File: config.mk
export PLATFORM = sky130hd
export DESIGN_NAME = motor_drive_pwm_flat
export DESIGN_NICKNAME = d
export VERILOG_FILES = /design/src/rtl/motor_drive_pwm_if.sv /design/src/rtl/motor_drive_pwm.sv /design/src/flat_wrapper.sv
export SDC_FILE = /design/constraint.sdc
export NUM_CORES = 1
export LEC_CHECK = 0
export BUFFER_PORTS_ARGS = -buffer_cell sky130_fd_sc_hd__buf_4
export CORE_UTILIZATION = 65
export DETAILED_ROUTE_END_ITERATION = 6
export PLACE_DENSITY = 0.83
export SETUP_SLACK_MARGIN = 0.2
export SLEW_MARGIN = 30
export SYNTH_ARGS = -nofsm -noshare
export SYNTH_HDL_FRONTEND = slang
export SYNTH_SLANG_ARGS = --single-unit
File: constraint.sdc
create_clock -name clk -period 9.15 [get_ports clk]
set_input_delay 1.83 -clock clk [delete_from_list [all_inputs] [get_ports clk]]
set_output_delay 1.83 -clock clk [all_outputs]
set_load 0.01 [all_outputs]
File: src/rtl/motor_drive_pwm_if.sv
// Bus between the line-following motor logic and the H-bridge power stage.
// The master side (motor logic / bench) issues direction and enable requests.
// The slave side (motor_drive_pwm) returns bridge pins and per-motor busy flags.
interface motor_drive_pwm_if;
  logic [3:0] motor_in;  // [3:2] motor A, [1:0] motor B direction request
  logic [1:0] motor_en;  // [1] motor A, [0] motor B enable
  logic [3:0] hb_in;     // H-bridge direction pins, same mapping as motor_in
  logic [1:0] hb_pwm;    // H-bridge enable/PWM pins, [1] A, [0] B
  logic [1:0] busy;      // high while the motor sits in its dead period

  modport master (
    output motor_in,
    output motor_en,
    input  hb_in,
    input  hb_pwm,
    input  busy
  );

  modport slave (
    input  motor_in,
    input  motor_en,
    output hb_in,
    output hb_pwm,
    output busy
  );
endinterface

File: src/rtl/motor_drive_pwm.sv
// Two-channel H-bridge driver.
// Each motor has its own input synchronizer, soft-start duty ramp and dead-time FSM.
// Both motors share one free-running PWM carrier.
// All outputs are registered from next-state values, so they change on the same
// edge as the FSM transition.
module motor_drive_pwm #(
  parameter int PWM_BITS    = 8,
  parameter int DUTY_MAX    = 200,
  parameter int RAMP_DIV    = 1000,
  parameter int DEAD_CYCLES = 500
) (
  input  logic              clk,
  input  logic              rst_n,
  motor_drive_pwm_if.slave  bus
);

  localparam int RAMP_W = (RAMP_DIV > 1) ? $clog2(RAMP_DIV) : 1;
  localparam int DEAD_W = (DEAD_CYCLES > 1) ? $clog2(DEAD_CYCLES) : 1;

  localparam logic [PWM_BITS-1:0] DUTY_TOP  = PWM_BITS'(DUTY_MAX);
  localparam logic [RAMP_W-1:0]   RAMP_LAST = RAMP_W'(RAMP_DIV - 1);
  localparam logic [DEAD_W-1:0]   DEAD_LAST = DEAD_W'(DEAD_CYCLES - 1);

  localparam logic [1:0] ST_IDLE = 2'd0;
  localparam logic [1:0] ST_RAMP = 2'd1;
  localparam logic [1:0] ST_RUN  = 2'd2;
  localparam logic [1:0] ST_DEAD = 2'd3;

  // Two-stage synchronizer for the asynchronous request inputs.
  logic [3:0] dir_s1_q, dir_s2_q;
  logic [1:0] en_s1_q, en_s2_q;

  // Bring the requests into the clock domain; only the second stage is used downstream.
  always_ff @(posedge clk or negedge rst_n) begin
    if (!rst_n) begin
      dir_s1_q <= '0;
      dir_s2_q <= '0;
      en_s1_q  <= '0;
      en_s2_q  <= '0;
    end else begin
      dir_s1_q <= bus.motor_in;
      dir_s2_q <= dir_s1_q;
      en_s1_q  <= bus.motor_en;
      en_s2_q  <= en_s1_q;
    end
  end

  // Shared PWM carrier.
  logic [PWM_BITS-1:0] cnt_q, cnt_d;

  // The carrier free-runs and wraps naturally at its full width.
  always_comb begin
    cnt_d = cnt_q + 1'b1;
  end

  // Register the carrier.
  always_ff @(posedge clk or negedge rst_n) begin
    if (!rst_n) cnt_q <= '0;
    else        cnt_q <= cnt_d;
  end

  genvar gi;
  generate
    for (gi = 0; gi < 2; gi++) begin : g_chan
      logic [1:0]          req_dir;
      logic                req_valid;
      logic [1:0]          state_q, state_d;
      logic [1:0]          dir_q, dir_d;
      logic [PWM_BITS-1:0] duty_q, duty_d;
      logic [RAMP_W-1:0]   step_q, step_d;
      logic [DEAD_W-1:0]   dead_q, dead_d;
      logic [1:0]          hb_q, hb_d;
      logic                pwm_q, pwm_d;
      logic                busy_q, busy_d;
      logic                drive;

      // Only 01 and 10 are drive codes; 00 and 11 are stop requests.
      assign req_dir   = dir_s2_q[2*gi +: 2];
      assign req_valid = en_s2_q[gi] && ((req_dir == 2'b01) || (req_dir == 2'b10));

      // Per-motor FSM: soft-start ramp, steady run, and forced dead time before any restart.
      always_comb begin
        state_d = state_q;
        dir_d   = dir_q;
        duty_d  = duty_q;
        step_d  = step_q;
        dead_d  = dead_q;
        case (state_q)
          ST_IDLE: begin
            duty_d = '0;
            if (req_valid) begin
              state_d = ST_RAMP;
              dir_d   = req_dir;
              step_d  = '0;
            end
          end
          ST_RAMP, ST_RUN: begin
            // A stop or reversal always wins over a ramp step on the same edge.
            if (!req_valid || (req_dir != dir_q)) begin
              state_d = ST_DEAD;
              duty_d  = '0;
              step_d  = '0;
              dead_d  = '0;
            end else if (state_q == ST_RAMP) begin
              if (duty_q >= DUTY_TOP) begin
                // Covers a zero run duty: leave the ramp without stepping.
                state_d = ST_RUN;
                duty_d  = DUTY_TOP;
              end else if (step_q == RAMP_LAST) begin
                step_d = '0;
                duty_d = duty_q + 1'b1;
                if (duty_d == DUTY_TOP) state_d = ST_RUN;
              end else begin
                step_d = step_q + 1'b1;
              end
            end
          end
          ST_DEAD: begin
            // The timer runs to completion regardless of request changes.
            duty_d = '0;
            if (dead_q == DEAD_LAST) begin
              dead_d = '0;
              if (req_valid) begin
                state_d = ST_RAMP;
                dir_d   = req_dir;
                step_d  = '0;
              end else begin
                state_d = ST_IDLE;
              end
            end else begin
              dead_d = dead_q + 1'b1;
            end
          end
          default: begin
            state_d = ST_IDLE;
            duty_d  = '0;
          end
        endcase

        drive  = (state_d == ST_RAMP) || (state_d == ST_RUN);
        hb_d   = drive ? dir_d : 2'b00;
        pwm_d  = drive && (cnt_d < duty_d);
        busy_d = (state_d == ST_DEAD);
      end

      // Channel state and registered bridge outputs; reset forces the bridge off at once.
      always_ff @(posedge clk or negedge rst_n) begin
        if (!rst_n) begin
          state_q <= ST_IDLE;
          dir_q   <= 2'b00;
          duty_q  <= '0;
          step_q  <= '0;
          dead_q  <= '0;
          hb_q    <= 2'b00;
          pwm_q   <= 1'b0;
          busy_q  <= 1'b0;
        end else begin
          state_q <= state_d;
          dir_q   <= dir_d;
          duty_q  <= duty_d;
          step_q  <= step_d;
          dead_q  <= dead_d;
          hb_q    <= hb_d;
          pwm_q   <= pwm_d;
          busy_q  <= busy_d;
        end
      end

      assign bus.hb_in[2*gi +: 2] = hb_q;
      assign bus.hb_pwm[gi]       = pwm_q;
      assign bus.busy[gi]         = busy_q;
    end
  endgenerate

endmodule

File: src/flat_wrapper.sv
// flat-port wrapper written by rule: the top's interface ports become plain ports
module motor_drive_pwm_flat 
#(
  parameter int PWM_BITS    = 8,
  parameter int DUTY_MAX    = 200,
  parameter int RAMP_DIV    = 1000,
  parameter int DEAD_CYCLES = 500
)
  (clk, rst_n, bus_motor_in, bus_motor_en, bus_hb_in, bus_hb_pwm, bus_busy);
  motor_drive_pwm_if bus_i ();
  input  logic clk;
  input  logic rst_n;
  input wire logic [$bits(bus_i.motor_in)-1:0] bus_motor_in;
  input wire logic [$bits(bus_i.motor_en)-1:0] bus_motor_en;
  output wire logic [$bits(bus_i.hb_in)-1:0] bus_hb_in;
  output wire logic [$bits(bus_i.hb_pwm)-1:0] bus_hb_pwm;
  output wire logic [$bits(bus_i.busy)-1:0] bus_busy;
  assign bus_i.motor_in = bus_motor_in;
  assign bus_i.motor_en = bus_motor_en;
  assign bus_hb_in = bus_i.hb_in;
  assign bus_hb_pwm = bus_i.hb_pwm;
  assign bus_busy = bus_i.busy;
  motor_drive_pwm #(.PWM_BITS(PWM_BITS), .DUTY_MAX(DUTY_MAX), .RAMP_DIV(RAMP_DIV), .DEAD_CYCLES(DEAD_CYCLES)) u_core (.clk(clk), .rst_n(rst_n), .bus(bus_i));
endmodule
==> qor.csv, run 1 <==
stage;metric;value;unit
yosys;Main synth FF type;dfrtp_1;
timing;Slew headroom;38.42;%
critical_path;worst path cell trace;inv_1 > ha_1 > inv_1 > nor2_1 > nand2_1 > or2_2 > ha_1 > a21o_1 > a21o_1 > a21oi_1 > nand3b_1 > o31ai_1;
cts;htree depth;3;
cts;TritonCTS clock tree;built;
cts;post-CTS setup buffer count;0;
placed_design;DP HPWL;7.716;mm
critical_path;startpoint types;register;
floorplan;die area;0.008505;mm²
critical_path;R2R setup slack;5.66;ns
yosys;synthesized flop and latch total;90;
layout;final-stage net count;594;
timing;crit path time final;3.489;ns
cts;Root Driver;clkbuf_8;
layout;n_diodes;0;
yosys;share of the synthesized area in the top cell type;42.56;%
timing;clock skew;0.005539;ns
placed_design;GPL Wtd Cong;0.8844;
global_routing;vias in the first global route;4104;
critical_path;WP buf/inv;2;
timing;final setup vio count;0;
critical_path;CP Max Fanout;11;
timing;setup TNS;0;ns
cts;CTS Sinks;90;
global_routing;GR Overflow Total;0;
routing;antenna-violating nets left;0;
yosys;Post-Syn Area per Cell;9.745;µm²
timing;Max Slew Vio Count;0;
worst_hold_path;min-delay worst type;reg -> reg;
critical_path;Setup CP Type;reg -> reg;
global_routing;total global-route track usage;27.94;%
critical_path;Critical R2R Capture;u_core.g_chan[0].pwm_q;
critical_path;reg2reg path depth;12;
global_routing;largest net degree at the start of global routing;57;
cts;worst skew pair latency;0.37;ns
power_and_ir_drop;static leakage;2.481;nW
critical_path;Crit-path slowest cell;ha_1;
run_status;status;complete, no violations;
critical_path;critical path data arrival time;3.76;ns
layout;post-route cell area;0.005674;mm²
cts;Post-CTS Hold Fix Bufs;0;
floorplan;core area;0.007807;mm²
routing;DRC violations left;0;
timing;Final Cycle Share;38.13;%
floorplan;row cnt;32;
routing;WL per Instance;16.62;µm
floorplan;initial core utilization;67.77;%
layout;fillers;554;
cts;worst-case clock buffer depth;2;
routing;final WL;10.92;mm
yosys;Seq/Total Area, Yosys;42.56;%
critical_path;worst stage delay on the critical path;0.51;ns
worst_hold_path;Hold Startpoint;u_core.en_s1_q[0];
timing;Fin. Hold Viols;0;
yosys;ys async rst share;100.0;%
cts;cts bufs inserted;9;
global_routing;initial antenna violation count;0;
floorplan;Boundary Pins;16;
yosys;number of flops mapped to enable cells by yosys;0;
routing;Via-to-Cell Ratio;6.479;
cts;Gates resized, CTS repair;0;
critical_path;Critical R2R Launch;u_core.g_chan[0].state_q[1];
routing;via count;4257;
routing;first drt pass iteration count;5;
global_routing;first-pass GRT wire length;18.86;mm
power_and_ir_drop;maximum VDD drop;0.09220;mV
yosys;Synth area leaders;dfrtp_1 (43%), ha_1 (8.3%), o21ai_0 (4.8%), nand2_1 (2.6%), nand3_1 (2.6%);
timing;RSZ-0062 raised after global routing;no;
cts;clock-pin slew on the worst setup and hold paths;0.08;ns
routing;DRT iter0 DRCs;212;
worst_hold_path;Hold Crit Depth;0;
yosys;Yosys cell types;73;
timing;Slew @ Worst Pin;0.9175;ns
critical_path;CP delay by family, top;simple AND/OR/NAND/NOR gates;
placed_design;Port Buffers;15;
yosys;Yosys top cell by area;dfrtp_1;
yosys;YS warnings;0;
layout;P&R area growth vs syn;7.236;%
power_and_ir_drop;power density over cell area;209.7;mW/mm²
timing;Max Clock Freq;0.2866;GHz
yosys;synthesized area;0.005291;mm²
floorplan;die width;92.23;µm
flow_run;max_cap viols;0;
yosys;syn nets;586;
floorplan;Die Y-Extent;92.23;µm
placed_design;Placed Instance Area;0.005434;mm²
critical_path;WP data required;9.42;ns
worst_hold_path;Hold Path End;u_core.en_s2_q[0];
critical_path;CP Capture Type;register;
layout;share of layout cells above drive strength 1;11.35;%
yosys;synthesized instance count;543;
how the worst max path moves through the flow:
stage / from / end / depth (start not counted)
floorplan: u_core.g_chan[0].state_q[0] / u_core.g_chan[0].pwm_q / 13
global placement: u_core.g_chan[0].state_q[0] / u_core.g_chan[0].pwm_q / 12
detailed placement: u_core.g_chan[0].state_q[1] / u_core.g_chan[0].pwm_q / 12
CTS: u_core.g_chan[0].state_q[1] / u_core.g_chan[0].pwm_q / 12
global route: u_core.g_chan[0].state_q[1] / u_core.g_chan[0].pwm_q / 12
finish: u_core.g_chan[0].state_q[1] / u_core.g_chan[0].pwm_q / 12
routing by layer:
| layer | wire, µm | global-route usage (%) | vias up |
|---|---|---|---|
| li1 | - | - | 2010 |
| met1 | 4893 | 36.07 | 2114 |
| met2 | 5466 | 47.01 | 116 |
| met3 | 382 | 4.229 | 17 |
| met4 | 174 | 11.59 | 0 |
| met5 | 0 | 0 | - |
cell usage in the layout (no fill, tap or decap), types with 4 or more instances in the layout:
| cell | synthesis | routed |
|---|---|---|
| or2_2 | 13 | 13 |
| nor2_1 | 34 | 34 |
| o31ai_1 | 16 | 16 |
| o21a_1 | 5 | 5 |
| nor4_1 | 4 | 4 |
| inv_1 | 22 | 22 |
| clkbuf_8 | 0 | 10 |
| and2_1 | 6 | 6 |
| a21o_1 | 8 | 8 |
| a22o_1 | 5 | 5 |
| o21ai_0 | 51 | 50 |
| nand2b_1 | 10 | 10 |
| or3_1 | 5 | 5 |
| nand3_1 | 27 | 27 |
| nor3b_1 | 4 | 4 |
| nand4_1 | 10 | 10 |
| nor3_1 | 9 | 9 |
| mux2i_1 | 6 | 6 |
| a21oi_1 | 17 | 17 |
| xor2_1 | 10 | 10 |
| nand2_1 | 36 | 36 |
| a31oi_1 | 8 | 8 |
| ha_1 | 35 | 35 |
| and4bb_2 | 4 | 4 |
| xnor2_1 | 8 | 8 |
| dfrtp_1 | 90 | 90 |
| and3_1 | 11 | 11 |
| buf_4 | 6 | 16 |
| o21ai_1 | 3 | 4 |
| nor2b_1 | 9 | 9 |
cells by family after synthesis:
| logic type | synth area share (%) |
|---|---|
| fa+ha+maj | 8.276 |
| xor+xnor | 2.979 |
| compound gates | 18.54 |
| buf+inv | 3.547 |
| simple gates | 22.54 |
| flops | 42.56 |
| mux | 1.561 |
cells in the mapped netlist (4+ instances only):
master	instances
dfrtp_1	90
o21ai_0	51
nand2_1	36
ha_1	35
nor2_1	34
nand3_1	27
inv_1	22
a21oi_1	17
o31ai_1	16
or2_2	13
and3_1	11
nand2b_1	10
nand4_1	10
xor2_1	10
clkbuf_1	9
nor2b_1	9
nor3_1	9
a21o_1	8
a31oi_1	8
xnor2_1	8
and2_1	6
buf_4	6
mux2i_1	6
a22o_1	5
o21a_1	5
or3_1	5
and4bb_2	4
nor3b_1	4
nor4_1	4
registers in the layout (all words and copies together), names as in the netlist:
| name | count |
|---|---|
| u_core.g_chan.hb_q | 4 |
| u_core.g_chan.duty_q | 16 |
| u_core.g_chan.dead_q | 18 |
| u_core.en_s1_q | 2 |
| u_core.cnt_q | 8 |
| u_core.dir_s1_q | 4 |
| u_core.g_chan.busy_q | 2 |
| u_core.g_chan.state_q | 4 |
| u_core.g_chan.step_q | 20 |
| u_core.g_chan.pwm_q | 2 |
| u_core.en_s2_q | 2 |
| u_core.dir_s2_q | 4 |
| u_core.g_chan.dir_q | 4 |
through the flow:
stage / total power, mW / setup WS, ns / instances / hold WS [ns] / util [%]
floorplan: 0.7740 / 6.116 / 543 / 0.3312 / -
global placement: 0.8480 / 5.896 / 642 / 0.3343 / 69.60
detailed placement: 0.8652 / 5.681 / 642 / 0.3386 / 69.60
CTS: 1.190 / 5.677 / 657 / 0.3584 / 72.68
global route: 1.260 / 5.378 / 657 / 0.3641 / 72.68
finish: 1.190 / 5.661 / 657 / 0.3563 / 72.68
layout make-up:
type,count,area [µm²],share of cell area [%]
multi-input cells,412,2851,50.25
flip-flops and latches,90,2252,39.69
clock buffers,10,137.6,2.426
well taps,102,127.6,2.249
repair buffers,16,120.1,2.117
clock inverters,5,102.6,1.808
inverters,22,82.58,1.455
where the power goes:
group / switching, mW / internal [mW] / leakage [nW]
sequential: 0.0309 / 0.432 / 1.19
combinational: 0.252 / 0.151 / 1.17
clock: 0.136 / 0.187 / 0.118
total: 0.420 / 0.770 / 2.48
(Power assumes the default switching activity.)
==> run 2: changes to the inputs <==
Settings changed: CORE_UTILIZATION 65 to 57, PLACE_DENSITY 0.83 to 0.77.
Clock period 9.15 ns to 3.2 ns, I/O delays scaled along.
==> qor.csv, run 2 (same netlist as run 1, synthesis figures left out) <==
stage;metric;value;unit;change
run_status;status;complete, no violations;;
flow_run;max_cap viols;0;;unchanged
layout;commonest non-fill, non-tap cell in the layout;dfrtp_1;;
critical_path;CP Capture Type;register;;
floorplan;Die Y-Extent;98.35;µm;+6.6%
critical_path;R2R setup slack;0.23;ns;-5.43 ns
floorplan;initial core utilization;59.80;%;-8.0 points
critical_path;crit path from;u_core.g_chan[0].step_q[0];;
routing;via count;4165;;-2.2%
routing;DRC violations left;0;;unchanged
power_and_ir_drop;static leakage;2.556;nW;+3.0%
floorplan;die area;0.009673;mm²;+14%
timing;Fin Hold WS;0.3058;ns;-0.05051 ns
timing;Fin. Hold Viols;0;;unchanged
cts;CTS Sinks;90;;unchanged
routing;Via-to-Cell Ratio;6.143;;-5.2%
critical_path;CP Max Fanout;7;;-4
global_routing;GR Overflow Total;0;;unchanged
layout;largest registers;u_core.g_chan.step_q: 20 flops, u_core.g_chan.dead_q: 18 flops, u_core.g_chan.duty_q: 16 flops;;
critical_path;WP data required;3.47;ns;-5.95 ns
timing;RSZ-0062 raised after global routing;yes;;
global_routing;largest net degree at the start of global routing;91;;+60%
cts;Root Driver;clkbuf_8;;
layout;final-stage net count;608;;+2.4%
layout;fillers;695;;+25%
placed_design;DP HPWL;7.442;mm;-3.5%
power_and_ir_drop;power density over cell area;569.8;mW/mm²;+170%
global_routing;total global-route track usage;23.15;%;-4.8 points
cts;cts bufs inserted;9;;unchanged
layout;Biggest register;u_core.g_chan.step_q;;
timing;Slew headroom;43.98;%;+5.6 points
timing;setup TNS;0;ns;unchanged
global_routing;first-pass GRT wire length;18.21;mm;-3.4%
global_routing;vias in the first global route;4018;;-2.1%
cts;TritonCTS clock tree;built;;
timing;Max Slew Vio Count;0;;unchanged
layout;max reg flops;20;;unchanged
floorplan;row cnt;34;;+6.3%
cts;clock-pin slew on the worst setup and hold paths;0.09;ns;about the same
routing;antenna-violating nets left;0;;unchanged
timing;final setup vio count;0;;unchanged
placed_design;Placed Instance Area;0.005490;mm²;+1.0%
timing;clock skew;0.01159;ns;+0.006050 ns
timing;crit path time final;2.966;ns;-0.5226 ns
layout;P&R area growth vs syn;9.648;%;
timing;Final Cycle Share;92.70;%;+55 points
timing;Max Clock Freq;0.3371;GHz;+18%
layout;most frequent cells in the layout;dfrtp_1 (90), o21ai_0 (49), nand2_1 (36);;
cts;worst-case clock buffer depth;2;;unchanged
cts;worst skew pair latency;0.35;ns;-0.02 ns
critical_path;Critical R2R Launch;u_core.g_chan[0].step_q[0];;
placed_design;Port Buffers;15;;unchanged
routing;final WL;10.78;mm;-1.2%
cts;htree depth;3;;unchanged
layout;share of layout cells above drive strength 1;14.74;%;+3.4 points
routing;DRT iter0 DRCs;190;;-10%
worst_hold_path;min-delay worst type;in -> async;;
layout;post-route cell area;0.005802;mm²;+2.2%
placed_design;GPL Wtd Cong;0.9012;;+1.9%
critical_path;startpoint types;register;;
floorplan;die width;98.35;µm;+6.6%
power_and_ir_drop;maximum VDD drop;0.2539;mV;+180%
critical_path;Setup CP Type;reg -> reg;;
floorplan;Boundary Pins;16;;unchanged
routing;first drt pass iteration count;4;;-1
critical_path;critical path data arrival time;3.23;ns;-0.53 ns
layout;n_diodes;0;;unchanged
global_routing;initial antenna violation count;0;;unchanged
routing;WL per Instance;15.90;µm;-4.3%
timing;Slew @ Worst Pin;0.8403;ns;-0.07717 ns
cts;Post-CTS Hold Fix Bufs;0;;unchanged
floorplan;core area;0.008848;mm²;+13%
run 2: metrics by stage:
| step | setup WS, ns | cells | util, % | total power, mW |
|---|---|---|---|---|
| after CTS | 0.2421 | 670 | 64.24 | 3.281 |
| after global routing | 0.06335 | 678 | 65.57 | 3.543 |
| after detailed placement | 0.09579 | 654 | 62.05 | 2.521 |
| after floorplan | 0.2929 | 543 | - | 2.216 |
| after global placement | 0.2776 | 654 | 62.01 | 2.476 |
| final | 0.2337 | 678 | 65.57 | 3.306 |
run 2: layer usage:
layer / global-route usage (%) / wire length [µm]
met1: 30.70 / 5120
met5: 0 / 0
met2: 38.52 / 5161
met4: 10.10 / 168
met3: 2.720 / 332
run 2: path summary, 6_finish.rpt:
kind,endpoint,depth (start not counted)
worst max-delay path,u_core.g_chan[0].pwm_q,13
worst min-delay path,u_core.g_chan[0].dead_q[6],1
worst max register to register,u_core.g_chan[0].pwm_q,13
worst min register to register,u_core.dir_s2_q[1],0
max in group asynchronous,u_core.g_chan[0].dead_q[0],1
min in group clk,u_core.dir_s2_q[1],0
run 2: layout make-up:
| class | count | area (µm²) | area share [%] |
|---|---|---|---|
| sequential | 90 | 2252 | 38.82 |
| multi-input combinational | 412 | 2919 | 50.31 |
| tap | 108 | 135.1 | 2.329 |
| timing repair buffer | 30 | 226.5 | 3.903 |
| clock inverter | 5 | 55.05 | 0.9489 |
| clock buffer | 11 | 131.4 | 2.264 |
| inverter | 22 | 82.58 | 1.423 |
run 2: what timing repair did:
action | 4_1_cts | 5_1_grt
resized for setup | 1 | 11
endpoints found under the setup margin | 1 | 2
setup buffers | 0 | 7
pin swaps | 1 | 6
run 2: power breakdown:
| group | switching, mW | leakage, nW | total [mW] | internal [mW] |
|---|---|---|---|---|
| clock | 0.396 | 0.0893 | 0.756 | 0.359 |
| sequential | 0.0897 | 1.19 | 1.33 | 1.24 |
| combinational | 0.742 | 1.27 | 1.22 | 0.482 |
run 2: critical path: stages, from the launching register on:
cell and delay (ns):
dfrtp_1 0.43, ha_4 0.17, nand4b_1 0.16, nor4_4 0.31, buf_4 0.19, nand4_1 0.12
xor2_1 0.17, or2_2 0.29, ha_1 0.20, a21o_1 0.17, a21o_1 0.17, a21oi_2 0.15
nand3b_1 0.10, o31ai_1 0.24
